**src/rtl/uart_pkg.sv**
```systemverilog
// Shared UART definitions: FSM state encodings and the default bit period.
package uart_pkg;
  localparam int DEFAULT_CLKS_PER_BIT = 434;
  localparam int CNT_W = 16;

  typedef enum logic [1:0] {
    TX_IDLE  = 2'd0,
    TX_START = 2'd1,
    TX_DATA  = 2'd2,
    TX_STOP  = 2'd3
  } tx_state_e;

  typedef enum logic [1:0] {
    RX_IDLE  = 2'd0,
    RX_START = 2'd1,
    RX_DATA  = 2'd2,
    RX_STOP  = 2'd3
  } rx_state_e;
endpackage

```
**src/rtl/uart_rx_core.sv**
```systemverilog
// UART receiver: 2-flop synchronizer, start-bit recheck at half period,
// 8 data bits LSB first, stop-bit check. done_o/frame_err_o strobe in the sample cycle.
module uart_rx_core
  import uart_pkg::*;
#(
  parameter int CLKS_PER_BIT = DEFAULT_CLKS_PER_BIT
) (
  input  logic       clk_i,
  input  logic       rst_i,
  input  logic       rxd_i,
  output logic       done_o,
  output logic       frame_err_o,
  output logic [7:0] byte_o
);
  localparam logic [CNT_W-1:0] LAST      = CNT_W'(CLKS_PER_BIT - 1);
  localparam logic [CNT_W-1:0] HALF_LAST = CNT_W'(CLKS_PER_BIT / 2 - 1);

  rx_state_e        state_q, state_d;
  logic             sync1_q, sync2_q, prev_q;
  logic [CNT_W-1:0] cnt_q, cnt_d;
  logic [2:0]       bit_q, bit_d;
  logic [7:0]       shift_q, shift_d;
  logic             ferr_wait_q, ferr_wait_d;

  always_ff @(posedge clk_i) begin
    if (rst_i) begin
      sync1_q     <= 1'b0;
      sync2_q     <= 1'b0;
      prev_q      <= 1'b0;
      state_q     <= RX_IDLE;
      cnt_q       <= '0;
      bit_q       <= '0;
      shift_q     <= '0;
      ferr_wait_q <= 1'b0;
    end else begin
      sync1_q     <= rxd_i;
      sync2_q     <= sync1_q;
      prev_q      <= sync2_q;
      state_q     <= state_d;
      cnt_q       <= cnt_d;
      bit_q       <= bit_d;
      shift_q     <= shift_d;
      ferr_wait_q <= ferr_wait_d;
    end
  end

  always_comb begin
    state_d     = state_q;
    cnt_d       = cnt_q;
    bit_d       = bit_q;
    shift_d     = shift_q;
    ferr_wait_d = ferr_wait_q;
    case (state_q)
      RX_IDLE: begin
        cnt_d = '0;
        bit_d = '0;
        if (prev_q && !sync2_q) state_d = RX_START;
      end
      RX_START: begin
        if (cnt_q == HALF_LAST) begin
          cnt_d   = '0;
          state_d = sync2_q ? RX_IDLE : RX_DATA;
        end else cnt_d = cnt_q + CNT_W'(1);
      end
      RX_DATA: begin
        if (cnt_q == LAST) begin
          cnt_d   = '0;
          shift_d = {sync2_q, shift_q[7:1]};
          bit_d   = bit_q + 3'd1;
          if (bit_q == 3'd7) state_d = RX_STOP;
        end else cnt_d = cnt_q + CNT_W'(1);
      end
      default: begin
        // After a bad stop bit, hold here until the line returns high.
        if (ferr_wait_q) begin
          if (sync2_q) begin
            ferr_wait_d = 1'b0;
            state_d     = RX_IDLE;
          end
        end else if (cnt_q == LAST) begin
          cnt_d = '0;
          if (sync2_q) state_d = RX_IDLE;
          else ferr_wait_d = 1'b1;
        end else cnt_d = cnt_q + CNT_W'(1);
      end
    endcase
  end

  always_comb begin
    done_o      = (state_q == RX_STOP) && !ferr_wait_q && (cnt_q == LAST) && sync2_q;
    frame_err_o = (state_q == RX_STOP) && !ferr_wait_q && (cnt_q == LAST) && !sync2_q;
    byte_o      = shift_q;
  end
endmodule

```
**src/rtl/uart_cpld_responder.sv**
```systemverilog
// CPU-bus UART: strobe edge detection, TX holding register + shifter FSM,
// RX holding register fed by uart_rx_core.
module uart_cpld_responder
  import uart_pkg::*;
#(
  parameter int CLKS_PER_BIT = DEFAULT_CLKS_PER_BIT
) (
  input  logic       clk,
  input  logic       rst,
  input  logic       rdn,
  input  logic       wrn,
  input  logic [7:0] bus_din,
  output logic [7:0] bus_dout,
  output logic       bus_doe,
  output logic       data_ready,
  output logic       tbre,
  output logic       tsre,
  input  logic       rxd,
  output logic       txd,
  output logic       frame_err,
  output logic       rx_overrun
);
  localparam logic [CNT_W-1:0] LAST = CNT_W'(CLKS_PER_BIT - 1);

  logic             rdn_q, wrn_q;
  logic             rd_rise, wr_fall;
  logic [7:0]       thr_q, thr_d;
  logic             thr_full_q, thr_full_d;
  tx_state_e        tx_state_q, tx_state_d;
  logic [CNT_W-1:0] tx_cnt_q, tx_cnt_d;
  logic [2:0]       tx_bit_q, tx_bit_d;
  logic [7:0]       tx_shift_q, tx_shift_d;
  logic             tsre_q, tsre_d;
  logic             txd_q, txd_d;
  logic [7:0]       rx_hold_q, rx_hold_d;
  logic             data_ready_q, data_ready_d;
  logic             frame_err_q, rx_overrun_q, rx_overrun_d;
  logic             rx_done, rx_ferr;
  logic [7:0]       rx_byte;

  uart_rx_core #(.CLKS_PER_BIT(CLKS_PER_BIT)) u_rx (
    .clk_i      (clk),
    .rst_i      (rst),
    .rxd_i      (rxd),
    .done_o     (rx_done),
    .frame_err_o(rx_ferr),
    .byte_o     (rx_byte)
  );

  // A write strobe while a read is in progress is ignored.
  assign rd_rise = rdn && !rdn_q;
  assign wr_fall = !wrn && wrn_q && rdn;

  always_ff @(posedge clk) begin
    if (rst) begin
      rdn_q        <= 1'b0;
      wrn_q        <= 1'b0;
      thr_q        <= '0;
      thr_full_q   <= 1'b0;
      tx_state_q   <= TX_IDLE;
      tx_cnt_q     <= '0;
      tx_bit_q     <= '0;
      tx_shift_q   <= '0;
      tsre_q       <= 1'b1;
      txd_q        <= 1'b1;
      rx_hold_q    <= '0;
      data_ready_q <= 1'b0;
      frame_err_q  <= 1'b0;
      rx_overrun_q <= 1'b0;
    end else begin
      rdn_q        <= rdn;
      wrn_q        <= wrn;
      thr_q        <= thr_d;
      thr_full_q   <= thr_full_d;
      tx_state_q   <= tx_state_d;
      tx_cnt_q     <= tx_cnt_d;
      tx_bit_q     <= tx_bit_d;
      tx_shift_q   <= tx_shift_d;
      tsre_q       <= tsre_d;
      txd_q        <= txd_d;
      rx_hold_q    <= rx_hold_d;
      data_ready_q <= data_ready_d;
      frame_err_q  <= rx_ferr;
      rx_overrun_q <= rx_overrun_d;
    end
  end

  always_comb begin
    thr_d      = thr_q;
    thr_full_d = thr_full_q;
    tx_state_d = tx_state_q;
    tx_cnt_d   = tx_cnt_q;
    tx_bit_d   = tx_bit_q;
    tx_shift_d = tx_shift_q;
    tsre_d     = tsre_q;
    if (wr_fall && !thr_full_q) begin
      thr_d      = bus_din;
      thr_full_d = 1'b1;
    end
    case (tx_state_q)
      TX_IDLE: begin
        if (thr_full_q) begin
          tx_state_d = TX_START;
          tx_shift_d = thr_q;
          thr_full_d = 1'b0;
          tsre_d     = 1'b0;
          tx_cnt_d   = '0;
          tx_bit_d   = '0;
        end
      end
      TX_START: begin
        if (tx_cnt_q == LAST) begin
          tx_cnt_d   = '0;
          tx_state_d = TX_DATA;
        end else tx_cnt_d = tx_cnt_q + CNT_W'(1);
      end
      TX_DATA: begin
        if (tx_cnt_q == LAST) begin
          tx_cnt_d   = '0;
          tx_shift_d = {1'b0, tx_shift_q[7:1]};
          tx_bit_d   = tx_bit_q + 3'd1;
          if (tx_bit_q == 3'd7) tx_state_d = TX_STOP;
        end else tx_cnt_d = tx_cnt_q + CNT_W'(1);
      end
      default: begin
        // End of stop bit: chain straight into the next frame if one is waiting.
        if (tx_cnt_q == LAST) begin
          tx_cnt_d = '0;
          if (thr_full_q) begin
            tx_state_d = TX_START;
            tx_shift_d = thr_q;
            thr_full_d = 1'b0;
            tx_bit_d   = '0;
          end else begin
            tx_state_d = TX_IDLE;
            tsre_d     = 1'b1;
          end
        end else tx_cnt_d = tx_cnt_q + CNT_W'(1);
      end
    endcase
  end

  always_comb begin
    case (tx_state_d)
      TX_START: txd_d = 1'b0;
      TX_DATA:  txd_d = tx_shift_d[0];
      default:  txd_d = 1'b1;
    endcase
  end

  // A read completing in the same cycle as a new byte frees the register for it.
  always_comb begin
    rx_hold_d    = rx_hold_q;
    data_ready_d = data_ready_q;
    rx_overrun_d = 1'b0;
    if (rx_done) begin
      if (!data_ready_q || rd_rise) begin
        rx_hold_d    = rx_byte;
        data_ready_d = 1'b1;
      end else rx_overrun_d = 1'b1;
    end else if (rd_rise) begin
      data_ready_d = 1'b0;
    end
  end

  assign bus_doe    = !rdn;
  assign bus_dout   = rdn ? 8'h00 : rx_hold_q;
  assign data_ready = data_ready_q;
  assign tbre       = !thr_full_q;
  assign tsre       = tsre_q;
  assign txd        = txd_q;
  assign frame_err  = frame_err_q;
  assign rx_overrun = rx_overrun_q;
endmodule
```
**config.mk**
```make
export PLATFORM = sky130hd
export DESIGN_NAME = uart_cpld_responder
export DESIGN_NICKNAME = d
export VERILOG_FILES = /design/src/rtl/uart_pkg.sv /design/src/rtl/uart_rx_core.sv /design/src/rtl/uart_cpld_responder.sv
export SDC_FILE = /design/constraint.sdc
export NUM_CORES = 1
export LEC_CHECK = 0
export ABC_CLOCK_PERIOD_IN_PS = 3400
export CAP_MARGIN = 5
export CORE_MARGIN = 4
export CORE_UTILIZATION = 35
export DETAILED_ROUTE_END_ITERATION = 10
export DONT_BUFFER_PORTS = 1
export GPL_ROUTABILITY_DRIVEN = 0
export HOLD_SLACK_MARGIN = 0.06
export MAX_ROUTING_LAYER = met4
export PLACE_DENSITY_LB_ADDON = 0.25
export SLEW_MARGIN = 20
export SYNTH_ARGS = -nofsm -noshare
export SYNTH_HDL_FRONTEND = slang
export SYNTH_HIERARCHICAL = 1
export SYNTH_SLANG_ARGS = --single-unit
```
**constraint.sdc**
```tcl
create_clock -name clk -period 3.4 [get_ports clk]
set_clock_uncertainty 0.1 [all_clocks]
set_input_delay 0.34 -clock clk [delete_from_list [all_inputs] [get_ports clk]]
set_output_delay 0.34 -clock clk [all_outputs]
set_load 0.01 [all_outputs]
```
; Word-level counts from Yosys, hierarchy flattened
; Index checks and enable logic that the tools add are counted.
[op_classes]
n_eq_ne = 21
shifts = 0
addsub = 4
n_div = 0
n_reduce_logical = 33
n_bitwise = 3
mul = 0
mux = 50
magnitude_cmp = 0
[ops]
columns = cell, n
row1 = $mux 16, 6
row2 = $pmux 16 s3, 1
row3 = $add 16x1->16 const B, 2
row4 = $eq 16x9->1 const B, 2
row5 = $mux 8, 4
row6 = $mux 2, 13
row7 = $pmux 8 s3, 1
row8 = $eq 16x8->1 const B, 1
row9 = $mux 1, 14
row10 = $mux 3, 4
row11 = $ne 2x1->1 const B, 6
row12 = $pmux 2 s3, 2
row13 = $logic_and 1x1->1, 9
row14 = $pmux 3 s3, 1
row15 = $eq 2x2->1 const B, 4
row16 = $reduce_and 2->1, 4
row17 = $logic_not 1->1, 7
row18 = $add 3x1->3 const B, 2
row19 = $eq 2x1->1 const B, 3
row20 = $eq 3x3->1 const B, 2
row21 = $pmux 1 s2, 3
row22 = $pmux 3 s2, 1
row23 = $reduce_bool 2->1, 3
row24 = $reduce_and 5->1, 1
row25 = other kinds (10), 15
[word_totals]
register_bits = 86
elab_cells = 134
output_inout_bits = 15
in_bits = 13
mem_count = 0
latch_bits = 0
romBits = 0
ramBits = 0

; Depth between registers and ports, before layout
[depth]
ltp_word = 8
depth_mapped = 10
ltp_nobuf = 9

; Cells and area by module
; Netlist, hierarchy kept.
[by_module_without_submodules]
columns = module, cells_per_inst, area_each_um2, instances, seq_area_each_um2
row1 = uart_cpld_responder, 323, 2640.0, 1, 1061.0
row2 = uart_rx_core, 174, 1615.3, 1, 660.6

; Worst setup path after synthesis
; Ideal clock, no wire load.
[synth_timing]
path_kind = flip-flop to flip-flop
startpoint = reg u_rx.cnt_q[0]
endpoint = reg rx_hold_q[7]
synth_period_minus_slack_ns = 2.634
arrival_ns = 2.405
n_path_buf = 1
stages_incl_launch_ff = 10
path_slack_ns = 0.766
required_time_ns = 3.171
setup_time_ns = 0.129
cell_sequence = dfxtp_1 -> ha_1 -> or4bb_1 -> nor4_4 -> nand3_1 -> nor3_1 -> and2_1 -> clkbuf_1 -> mux2i_1 -> nor2_1
[synth_via]
elab_chain_len = 4
[synth_lines]
columns = item, line
row1 = "start, declared", uart_rx_core.sv:20  ; logic [CNT_W-1:0] cnt_q, cnt_d;
row2 = "start signal, assigned", uart_rx_core.sv:40  ; cnt_q <= cnt_d;
row3 = $eq 16x9->1, uart_rx_core.sv:90  ; done_o = (state_q == RX_STOP) && !ferr_wait_q && (cnt_q == LAST) && sync2_q;
row4 = $logic_and 1x1->1 (2 in a row), uart_rx_core.sv:90
row5 = $reduce_and 2->1 (no line), -
row6 = "end signal, assigned", uart_cpld_responder.sv:81  ; rx_hold_q <= rx_hold_d;
row7 = "end, declared", uart_cpld_responder.sv:35  ; logic [7:0] rx_hold_q, rx_hold_d;
; No other way between the ends.
; A chain may end at the register's enable or synchronous reset.

; Worst setup path in the final report
[layout_timing]
startpoint = reg tx_cnt_q[2]
endpoint = reg txd_q (netlist: txd)
[layout_via]
elab_chain_len = 5
elab_cells_between_ends = 11
cone_classes = eq/ne: 3 / mux: 8
[layout_lines]
columns = item, line
row1 = "start, declared", uart_cpld_responder.sv:30  ; logic [CNT_W-1:0] tx_cnt_q, tx_cnt_d;
row2 = "start signal, assigned", uart_cpld_responder.sv:76  ; tx_cnt_q <= tx_cnt_d;
row3 = $eq 16x9->1 (*), "uart_cpld_responder.sv:112, uart_cpld_responder.sv:118, uart_cpld_responder.sv:127"
row4 = "$mux 2, on equally long branches", "uart_cpld_responder.sv:127, uart_cpld_responder.sv:112, uart_cpld_responder.sv:118"
row5 = $pmux 2 s3, uart_cpld_responder.sv:100  ; case (tx_state_q)
row6 = $eq 2x2->1 or $eq 2x1->1 (tied branches), uart_cpld_responder.sv:144  ; case (tx_state_d)
row7 = $pmux 1 s2 (*), uart_cpld_responder.sv:144
row8 = "end signal, assigned", uart_cpld_responder.sv:80  ; txd_q <= txd_d;
row9 = "end, declared", uart_cpld_responder.sv:34  ; logic txd_q, txd_d;
; Mark *: on every way between the ends. The rest lies on a longest branch, timed or not. The select of a mux whose other input is x is not followed.

==> results by group <==
CTS
  – CTS buffer count: 9
  – CTS H-tree lvls: 3
  – CTS root buf: clkbuf_16
  – Longest Clk Path Bufs: 2
  – CTS tree: built
  – CTS sink cnt: 86
  – Post-CTS setup buffers: 0
  – Clk_lat worst skew: 0.35 ns
  – Clock slew at reported path FFs: approximately 0.06 ns

Global routing
  – GR Layer Usage met1: between 10% and 20%
  – Total track usage: 14.0%
  – Total congestion overflow: 0
  – Initial antenna violation count: 0
  – GRT Max-Usage Layer: met2
  – Met3 usage: between 5 and 6%
  – Number of global-route vias before repair: roughly 3200
  – Met2 GRT Util: between 20% and 30%
  – First-pass GRT wire length: about 15000 um
  – Largest net degree at the start of global routing: 74

Logic synthesis
  – Post-synth ARST share: 0%
  – Synth Register Bits: 86
  – Mapped Area: between 4000 and 5000 um^2
  – Top FF cell, synth: dfxtp_1
  – Number of synthesized flops with an enable pin: 0
  – Yosys Warn Count: 6
  – Sequential-to-total area share from yosys stat: about two fifths
  – Syn Area/Cell: about 8.6 um^2
  – Synth cell types: 58
  – Post-Syn Nets: 523
  – Post-Syn Instances: 497

Worst setup path
  – CP max-delay cell: or4_1
  – Setup crit end kind: flip-flop
  – Crit. Startpoint: tx_cnt_q[2]
  – CP Depth: 6
  – Reg2reg path depth: 6
  – R2r endpoint: txd
  – Reg2reg setup slack: 0.53 ns
  – CP endpoint: txd
  – Worst Path Buf+Inv: 0
  – Critical path data required time: around 3.5 ns
  – Max FO, Critical Path: 9
  – Worst stage delay on the critical path: just under 0.8 ns
  – CP arrival: roughly 3 ns
  – Crit-path leading delay family: simple AND/OR/NAND/NOR gates
  – Critical path's most frequent cell: or4_1
  – Crit Reg-Reg Startpoint: tx_cnt_q[2]
  – Critical path class: flip-flop to flip-flop
  – Startpoint class of the critical path: flip-flop
  – Critical Path, Cell by Cell: or4_1 -> or4_1 -> mux2i_1 -> a221oi_1 -> nor4bb_1 -> nor2_1

STA
  – Worst slew margin: ~49%
  – Fmax: 348 MHz
  – Final Hold Fails: 0
  – Minimum clock period: between 2 and 3 ns
  – RSZ-0062 raised after global routing: false
  – Total negative slack: 0 ns
  – # setup viols final: 0
  – Worst-Margin Slew: 0.764 ns
  – Setup slack after layout: between 0.5 and 0.6 ns
  – Final period util: 84.5%
  – Count of pins over their slew limit: 0

Cells and area
  – Most common cell after layout, fill and taps aside: dfxtp_1
  – Finished Layout Cells: between 600 and 700
  – # diodes: 0
  – Area Growth Syn to Fin: 12.8%
  – Share of cells above drive strength 1: 8.84%
  – Finished Core Util: approximately two fifths
  – Nets: between 500 and 600
  – Most frequent cells in the layout: 86 x dfxtp_1, 67 x nor2_1, 42 x nand2_1

Pwr
  – Pwr Total: 2.42 mW
  – Static leakage: between 1.5 and 2 nW
  – Comb power frac: 8.7%
  – Pwr dens: a little over 500 nW/um^2
  – Peak supply drop: around 0.31 mV
  – P_int: approximately 1.9 mW
  – Switching share of total power: between 20% and 30%
  – Net Sw Power: around 570 uW
  – Flop pwr share: a little over two fifths
  – Clk pwr share: between 40% and 50%

Placement
  – Post-Place Worst Slack: roughly 0.56 ns
  – IO Port Bufs: 0
  – HPWL Detailed: approximately 6000 um
  – Inst Count DP: between 600 and 700

Floorplanning
  – I/O pin count: 28
  – Starting Density: about 36%
  – Core ar.: 12000 um^2
  – Die area: 14000 um^2
  – Num rows: 40
  – Die width: roughly 120 um
  – Die Ht: between 100 and 150 um

Route
  – Routed wire length: about 9000 um
  – DR WL/cell: approximately 14 um
  – Drt drc: 0
  – Iter 0 DRT Violations: 152
  – Drt via density: 5.23
  – DRT antenna net count: 0
  – Via count: 3374
  – Drt pass-1 iters: 5

Run status
  – Outcome: complete, no violations

Flow run
  – Max Cap Violations: 0

Min path
  – HP Class: input pin to flip-flop
## cell families (layout without fill, tap and decap cells)
family,after synthesis,after routing,synth area share [%]
flip-flops,86,86,40.5
multiplexers,30,30,7.47
XOR/XNOR,13,13,2.68
AO/OA/AOI/OAI,93,93,14.7
buffers and inverters,46,47,4.70
AND/OR/NAND/NOR,216,216,26.2
adder cells (fa/ha/maj),13,13,3.82
## metrics by stage
step / instance area (um^2) / hold WS [ns]
global route: 4800 / 0.0914
CTS: 4800 / 0.0817
detailed placement: 4330 / 0.318
floorplan: 4260 / 0.314
finish: 4800 / 0.0928
global placement: 4330 / 0.318
## worst register-to-register path: cells and delay by family, from the launching register on
family          cells  cell delay (ns)
compound gates      1             0.36
flops               1             0.37
simple gates        4             1.74
mux                 1             0.20
## layout make-up
type                    count  area (um^2)
inverters                  17         63.8
clock buffers              10          239
multi-input cells         365         2330
flip-flops and latches     86         1720
fillers                  1168         7160
well taps                 147          184
clock inverters             6          109
repair buffers             14          150
## layer usage
layer | wire length [um] | part of all wire [%]
met2 | 4260 | 47
met5 | 0 | 0
met4 | 88 | 0.97
met1 | 4250 | 47
met3 | 438 | 4.8
## synthesized netlist by cell type (8+ instances only)
cell      number  share of area, %
xnor2_1       12               2.5
dfxtp_1       86                40
o21ai_0       13               1.5
nor2_2        11               1.6
nor2b_1       16               2.4
mux2i_1       25               5.9
nor2_1        67               5.9
nand3_1       21               2.5
a311oi_1       8               1.6
nand2_1       42               3.7
a211oi_1       8               1.4
ha_1          13               3.8
inv_1         17               1.5
nor3_1        16               1.9
clkbuf_1      24               2.1
a21oi_1       38               4.5
## timing repair
item	CTS	global route
gates resized for setup	0	0
hold buffers	11	0
hold endpoints to repair	72	0
## registers in the layout, indices dropped and copies added, names as in the netlist, 2 cells and up
signal / count
tx_shift_q: 8
tx_cnt_q: 16
tx_bit_q: 3
tx_state_q: 2
u_rx/state_q: 2
u_rx/byte_o: 8
u_rx/cnt_q: 16
rx_hold_q: 8
thr_q: 8
u_rx/bit_q: 3
## worst min-delay path by stage
stage | from | end | slack (ns) | depth (start not counted)
after floorplan | u_rx/sync1_q | u_rx/sync2_q | 0.31 | 1
after global placement | rst | rdn_q | 0.32 | 1
after detailed placement | rst | rdn_q | 0.32 | 1
after CTS | rdn | rdn_q | 0.08 | 2
after global routing | rst | u_rx/state_q[0] | 0.09 | 2
final | rdn | rdn_q | 0.09 | 2
## power groups by stage
stage | Combinational [mW] | Clock (mW) | Sequential (mW)
CTS | 0.211 | 1.19 | 1.07
floorplan | 0.172 | 0 | 1.07
detailed placement | 0.184 | 0 | 1.09
global placement | 0.182 | 0 | 1.09
finish | 0.210 | 1.15 | 1.07
global route | 0.237 | 1.24 | 1.07
(Power assumes the default switching activity.)
